File: src/rtl/rd_ptr_gray_ctrl.sv
// rd_ptr_gray_ctrl
// Read-side pointer and flag controller for a dual-clock FIFO, all in the rclk domain.
// It keeps the binary and Gray read pointers and brings the write-domain Gray pointer
// into rclk through a flop chain. From these it derives registered empty,
// almost-empty, occupancy, read-valid and underflow outputs.
//
// Ports:
//   rclk               read-domain clock (posedge)
//   rd_srstn           synchronous active-low reset
//   rd_en              read request from the consumer
//   wr_ptr_gray_async  write pointer, Gray coded, from the wclk domain
//   read_ptr           binary read pointer (MSB = wrap bit)
//   read_addr          RAM read address (read_ptr without the wrap bit)
//   read_ptr_gray      registered Gray read pointer, for the write-domain synchroniser
//   empty              FIFO empty (registered)
//   almost_empty       occupancy <= AE_THRESH (registered)
//   rd_count           occupancy as seen in rclk, 0..2^PTR_LEN (registered)
//   rd_valid           RAM data addressed in the previous cycle is valid now
//   underflow          one-cycle pulse: rd_en while empty

module rd_ptr_gray_ctrl #(
    parameter int unsigned PTR_LEN     = 8,
    parameter int unsigned SYNC_STAGES = 2,
    parameter int unsigned AE_THRESH   = 4
) (
    input  logic               rclk,
    input  logic               rd_srstn,
    input  logic               rd_en,
    input  logic [PTR_LEN:0]   wr_ptr_gray_async,
    output logic [PTR_LEN:0]   read_ptr,
    output logic [PTR_LEN-1:0] read_addr,
    output logic [PTR_LEN:0]   read_ptr_gray,
    output logic               empty,
    output logic               almost_empty,
    output logic [PTR_LEN:0]   rd_count,
    output logic               rd_valid,
    output logic               underflow
);

    localparam logic [PTR_LEN:0] AeThr = AE_THRESH[PTR_LEN:0];

    logic [PTR_LEN:0] r_sync [SYNC_STAGES];
    logic [PTR_LEN:0] r_read_ptr;
    logic [PTR_LEN:0] r_read_ptr_gray;
    logic             r_empty;
    logic             r_almost_empty;
    logic [PTR_LEN:0] r_rd_count;
    logic             r_rd_valid;
    logic             r_underflow;

    logic [PTR_LEN:0] w_wgray_s;
    logic [PTR_LEN:0] w_wbin_s;
    logic             w_rd_ready;
    logic [PTR_LEN:0] w_rd_ptr_next;
    logic [PTR_LEN:0] w_rd_gray_next;
    logic [PTR_LEN:0] w_count_next;

    assign w_wgray_s = r_sync[SYNC_STAGES-1];

    // Gray to binary: each binary bit is the XOR of all Gray bits at or above it.
    always_comb begin
        w_wbin_s = '0;
        for (int i = 0; i <= int'(PTR_LEN); i++) begin
            w_wbin_s[i] = ^(w_wgray_s >> i);
        end
    end

    // Registered empty gates the read, so a read never issues past the write pointer.
    assign w_rd_ready     = rd_en && !r_empty;
    assign w_rd_ptr_next  = r_read_ptr + {{PTR_LEN{1'b0}}, w_rd_ready};
    assign w_rd_gray_next = w_rd_ptr_next ^ (w_rd_ptr_next >> 1);
    // Modular subtraction handles the wrap bit; a full FIFO yields exactly 2^PTR_LEN.
    assign w_count_next   = w_wbin_s - w_rd_ptr_next;

    always_ff @(posedge rclk) begin
        if (!rd_srstn) begin
            for (int i = 0; i < int'(SYNC_STAGES); i++) begin
                r_sync[i] <= '0;
            end
            r_read_ptr      <= '0;
            r_read_ptr_gray <= '0;
            r_empty         <= 1'b1;
            r_almost_empty  <= 1'b1;
            r_rd_count      <= '0;
            r_rd_valid      <= 1'b0;
            r_underflow     <= 1'b0;
        end else begin
            r_sync[0] <= wr_ptr_gray_async;
            for (int i = 1; i < int'(SYNC_STAGES); i++) begin
                r_sync[i] <= r_sync[i-1];
            end
            r_read_ptr      <= w_rd_ptr_next;
            r_read_ptr_gray <= w_rd_gray_next;
            // Flags come from next-state pointers so the last read sets empty on its own edge.
            r_empty         <= (w_rd_gray_next == w_wgray_s);
            r_almost_empty  <= (w_count_next <= AeThr);
            r_rd_count      <= w_count_next;
            r_rd_valid      <= w_rd_ready;
            r_underflow     <= rd_en && r_empty;
        end
    end

    assign read_ptr      = r_read_ptr;
    assign read_addr     = r_read_ptr[PTR_LEN-1:0];
    assign read_ptr_gray = r_read_ptr_gray;
    assign empty         = r_empty;
    assign almost_empty  = r_almost_empty;
    assign rd_count      = r_rd_count;
    assign rd_valid      = r_rd_valid;
    assign underflow     = r_underflow;

endmodule

File: config.mk
export PLATFORM = sky130hd
export DESIGN_NAME = rd_ptr_gray_ctrl
export DESIGN_NICKNAME = d
export VERILOG_FILES = /design/src/rtl/rd_ptr_gray_ctrl.sv
export SDC_FILE = /design/constraint.sdc
export NUM_CORES = 1
export LEC_CHECK = 0
export ABC_AREA = 0
export CELL_PAD_IN_SITES_DETAIL_PLACEMENT = 1
export CELL_PAD_IN_SITES_GLOBAL_PLACEMENT = 1
export CORE_MARGIN = 5
export CORE_UTILIZATION = 42
export DETAILED_ROUTE_END_ITERATION = 6
export PLACE_DENSITY = 0.81
export SLEW_MARGIN = 20
export SYNTH_ARGS = -nofsm -noshare
export SYNTH_HDL_FRONTEND = slang
export SYNTH_SLANG_ARGS = --single-unit
export TNS_END_PERCENT = 100
File: constraint.sdc
create_clock -name rclk -period 7.2 [get_ports rclk]
set_input_delay 0.72 -clock rclk [delete_from_list [all_inputs] [get_ports rclk]]
set_output_delay 0.72 -clock rclk [all_outputs]
set_load 0.02 [all_outputs]
After elaboration in Yosys (flattened, before gate mapping):

Memory sizes are Yosys's and may differ from the RTL's.
Cells that the tools add are included.

* register bits after elaboration: 31
* memory bits (writable): 18
* input bits: 12
* output and inout port bits: 39
* word-level logic and storage cells: 31
* memories: 1

* add/sub/neg operators: 2
* $lt $le $gt $ge: 1
* eq/ne operators: 1
* mux-type cells: 4
* bitwise logic cells: 3
* reduce and logical (&&, ||, !) cells: 12

Memory list
* r_sync: words 2, width 9, rd ports 2, clocked after Yosys merged registers in 0, write ports 2, RTL line 42 `logic [PTR_LEN:0] r_sync [SYNC_STAGES];`

Operator list (count)
* 9-bit XOR reduction: 9
* 9-bit two-way mux: 2
* 9-bit by 1-bit adder with 9-bit output: 1
* 9-bit == test: 1
* 9-bit by 3-bit <= comparator with 1-bit output (second input constant): 1
* 9-bit subtractor: 1
* 9-bit by 8-bit XOR with 9-bit output: 1
* 1-bit logical AND: 2
* 1-bit two-way mux: 2
* 1-bit OR: 2
* 1-bit logical NOT: 1

Logic depth before layout (Yosys ltp):

* word-level depth: 5
* gate-level depth with buffers: 14

Worst setup path before layout:

OpenSTA, ideal clock, no wires.

* path kind: reg-to-reg
* start point: memory r_sync[0][17] in the netlist's numbering
* end point: register r_almost_empty, in the netlist almost_empty
* library setup time: 0.096 ns
* arrival time: 3.323 ns
* data required time: 7.104 ns
* setup slack: 3.781 ns
* stages on the path, launching flop included: 15
* path buffers: 0
* period minus slack after synthesis: 3.419 ns
* cells stage by stage: dfxtp_1 xor3_2 xor2_2 inv_2 xnor2_2 xor2_1 xnor2_1 ha_1 nor2b_1 o21ai_0 a2111oi_2 o31ai_1 a21boi_1 xor2_1 o41ai_2

RTL lines
* from (decl): RTL line 42
* to (signal assigned): RTL line 96 `r_almost_empty <= (w_count_next <= AeThr);`
* to (decl): RTL line 46 `logic r_almost_empty;`

Worst setup path after layout:

* start point: input port rd_en
* end point: register r_almost_empty, in the netlist almost_empty

* cells in the longest elaborated chain, start to end: 4

Ends and longest elaborated chain
* from (decl): RTL line 28 `input logic rd_en,`
* 1-bit logical AND: RTL line 69 `assign w_rd_ready = rd_en && !r_empty;`
* via w_rd_ready: RTL line 53 `logic w_rd_ready;`
* 9-bit by 1-bit adder with 9-bit output: RTL line 70 `assign w_rd_ptr_next = r_read_ptr + {{PTR_LEN{1'b0}}, w_rd_ready};`
* 9-bit subtractor: RTL line 73 `assign w_count_next = w_wbin_s - w_rd_ptr_next;`
* 9-bit by 3-bit <= comparator with 1-bit output: RTL line 96

The timed path passes the listed nets, and every way through them passes these cells.
A chain may end at the register's enable or synchronous reset.

==> results.md <==
* Worst setup SP type: input port
* Area of the die at about 7300 um^2
* Unrepaired setup endpoints after global routing: false
* Clock Tree Buf Depth at 2
* Die height at 85.6 um
* WL final at 4.92 mm
* Synth Cell Area at about 2400 um^2
* Peak supply drop at 112 uV
* Fmax at between 200 and 300 MHz
* Synth top area share at 0.400
* Final design utilization at 0.543
* Logic pwr share at 0.293
* N_diodes at 0
* Num rows at 27
* Buffers plus inverters on the worst setup path at 2
* DR vias at 1698
* DP Cell Count at 344
* Final Cycle Share at 0.542
* # Max-Cap Violations at 0
* Status: finished, final reports clean
* Clock latency on the worst-skew pair at 0.30 ns
* Chip Width at between 80 and 90 um
* Clock Skews at between 0.005 and 0.006 ns
* Initial drt markers at 30
* Clock tree root buffer cell: clkbuf_8
* Worst flop-to-flop path startpoint: r_sync[0][17]$_SDFF_PN0_
* Via/cell ratio at ~4.8
* Synthesized netlist cell count at 236
* Power share of the clock group at 0.279
* Avg WL per Cell at about 14 um
* Final Slew Violations at 0
* Share of the yosys chip area belonging to registers at 0.400
* Most frequent cell after synthesis: dfxtp_1
* DRC viols at 0
* CORE AREA at about 5500 um^2
* Post-cts sizing count at 0
* GRT overflow at 0
* Detailed-router iteration count before antenna repair at 2
* Initial antenna violation count at 0
* Worst-path cell chain: clkdlybuf4s50_1, nor2b_1, ha_1, ha_1, xor2_1, inv_1, ha_1, o21ai_0, a2111oi_2, o31ai_1, a21boi_1, xor2_1, o41ai_2
* Hold buffer count at CTS at 0
* CP endpoint kind: flip-flop
* Number of unique standard cell types used by synthesis at 51
* Setup_tns at 0 ns
* Critical path class: in2reg
* Main synth FF type: dfxtp_1
* Critical path arrival at 4.11 ns
* Clk pin slew, worst setup/hold paths at around 0.09 ns
* P&R area growth vs syn at 25.3%
* Hold Fails Final Rpt at 0
* Worst slew pin tran at 0.841 ns
* Routed Antenna Nets at 0
* RePlAce Congestion at 0.802
* Top post-synthesis cells by area: dfxtp_1 40%, and2_1 8.9%, xnor2_1 6.9%
* Fin worst setup slack at approximately 3.3 ns
* CP max-delay cell: clkdlybuf4s50_1
* CTS tree: done
* Synth cell count leaders: 48 x dfxtp_1, 34 x and2_1, 19 x xnor2_1, 17 x xor2_1, 14 x nand2_1
* Yosys top cell by area: dfxtp_1
* CP max FO at 5
* Register-to-Register Path Depth at 14
* Internal power at roughly 0.00049 W
* # IOs at between 50 and 60
* Yosys reg bits at between 40 and 50
* Type of the tightest min-delay check: reg2reg
* Switching Share at 0.292
* CP top delay family: compound AO/OA/AOI/OAI gates
* Tot Pwr at about 0.00069 W
* Hold EP: r_sync[0][14]$_SDFF_PN0_
* Post-DP HPWL at about 3.8 mm
* R2r endpoint: almost_empty$_SDFF_PN1_
* P_sw at slightly above 0.0002 W
* Syn_nets at between 200 and 300
* Hold Crit Start: r_sync[0][5]$_SDFF_PN0_
* Critical Path RT at 7.41 ns
* Final setup viols at 0
* Number of port buffers at 50
* CP most frequent cell: ha_1
* H-tree depth at 2
* Vias in the first global route at ~1700
* GR Util All Layers at 0.142
* Total CTS buffers at 5
* Dpl ws at ~3 ns
* Min cycle time layout at approximately 3.9 ns
* Hold Crit Depth at 1
* Non-Filler Instances at approximately 350
* Warnings, synthesis at 0
* Largest stage delay, worst path at approximately 0.5 ns
* Headroom to the max-slew limit at 0.437
* Reg2Reg Setup Slack at ~3.4 ns
* Pwr Density at about 230 nW/um^2
* Sequential Power Share at 0.428
* Initial Util at 0.433
* Ys async rst share at 0
* Layout cells sized above 1 at 0.0893
* Post-CTS Setup Inserts at 0
* TritonCTS Sinks at 48
* Final nets at 300
* Syn_area_per_cell at roughly 10 um^2
* Largest net degree at the start of global routing at 49
* Pleak at between 1 and 1.5 nW
* First-pass GRT wire length at slightly above 8 mm
* Number of synthesized flops with an enable pin at 0
cell families after synthesis:
logic type                 count (synthesis)  share of synthesized area
AOI/OAI and AO/OA                         27                     0.0896
xor gates and xnor gates                  43                      0.197
muxes                                      1                    0.00469
buffers and inverters                     23                     0.0532
and+or+nand+nor                           84                      0.201
DFF                                       48                      0.400
adders and majority gates                 10                     0.0547
registers in the layout (all words and copies together), names as in the netlist:
signal and flops:
read_ptr 8, underflow 1, rd_count 9, read_ptr_gray 9
rd_valid 1, empty 1, almost_empty 1, r_sync 18
power by group through the flow:
stage | clock (W) | combinational (W) | sequential, W
floorplan | 0 | 0.000120 | 0.000322
global placement | 0 | 0.000203 | 0.000301
detailed placement | 0 | 0.000206 | 0.000302
CTS | 0.000200 | 0.000207 | 0.000296
global route | 0.000211 | 0.000224 | 0.000298
finish | 0.000193 | 0.000203 | 0.000295
worst reg2reg max path, cell delays in order, from the launching register on:
cell,delay [ns]
dfxtp_1,0.38
xor3_2,0.58
xor2_2,0.29
inv_2,0.10
xnor2_2,0.25
xor2_1,0.30
xnor2_1,0.11
ha_1,0.23
nor2b_1,0.15
o21ai_0,0.12
a2111oi_2,0.48
o31ai_1,0.13
a21boi_1,0.19
xor2_1,0.12
o41ai_2,0.34
routing by layer:
layer	wire, um	GRT usage
met5	0	0
met4	85	0.0561
met3	247	0.0307
met2	2320	0.237
met1	2260	0.178
worst max-delay path by stage:
stage / from / end / slack, ns / cells after the start
after global routing: rd_en / almost_empty$_SDFF_PN1_ / 3.03 / 13
final: rd_en / almost_empty$_SDFF_PN1_ / 3.30 / 13
after global placement: rd_en / almost_empty$_SDFF_PN1_ / 3.10 / 13
after detailed placement: rd_en / almost_empty$_SDFF_PN1_ / 3.00 / 13
after CTS: rd_en / almost_empty$_SDFF_PN1_ / 3.29 / 13
after floorplan: r_sync[0][17]$_SDFF_PN0_ / almost_empty$_SDFF_PN1_ / 3.78 / 14
stage by stage:
| stage | cell area, um^2 | hold slack, ns |
|---|---|---|
| floorplan | 2400 | 0.412 |
| finish | 3010 | 0.441 |
| CTS | 3010 | 0.444 |
| global route | 3010 | 0.454 |
| detailed placement | 2900 | 0.425 |
| global placement | 2900 | 0.416 |
cell usage in the layout, fill, tap and decap left out, types with 2 or more instances in the layout:
master	netlist	layout
a2111oi_0	2	2
nor2b_1	11	11
xnor3_1	2	2
and3_1	3	3
nand2_1	14	14
xnor2_1	19	19
clkdlybuf4s50_1	0	50
clkbuf_8	0	5
nor3_2	2	2
a21oi_1	3	3
xor2_1	17	17
nor2_1	5	5
nand3_1	5	5
o21ai_0	7	7
dfxtp_1	48	48
nor3_1	3	3
ha_1	8	8
inv_1	7	7
and2_1	34	34
cell type report:
class,count,area (um^2)
clock inverter,2,35.0
multi-input combinational,165,1310
fill,624,2530
inverter,8,30.0
sequential,48,961
tap,72,90.1
clock buffer,6,72.6
timing repair buffer,51,508
Note: power is estimated with default switching activity, not from simulation.
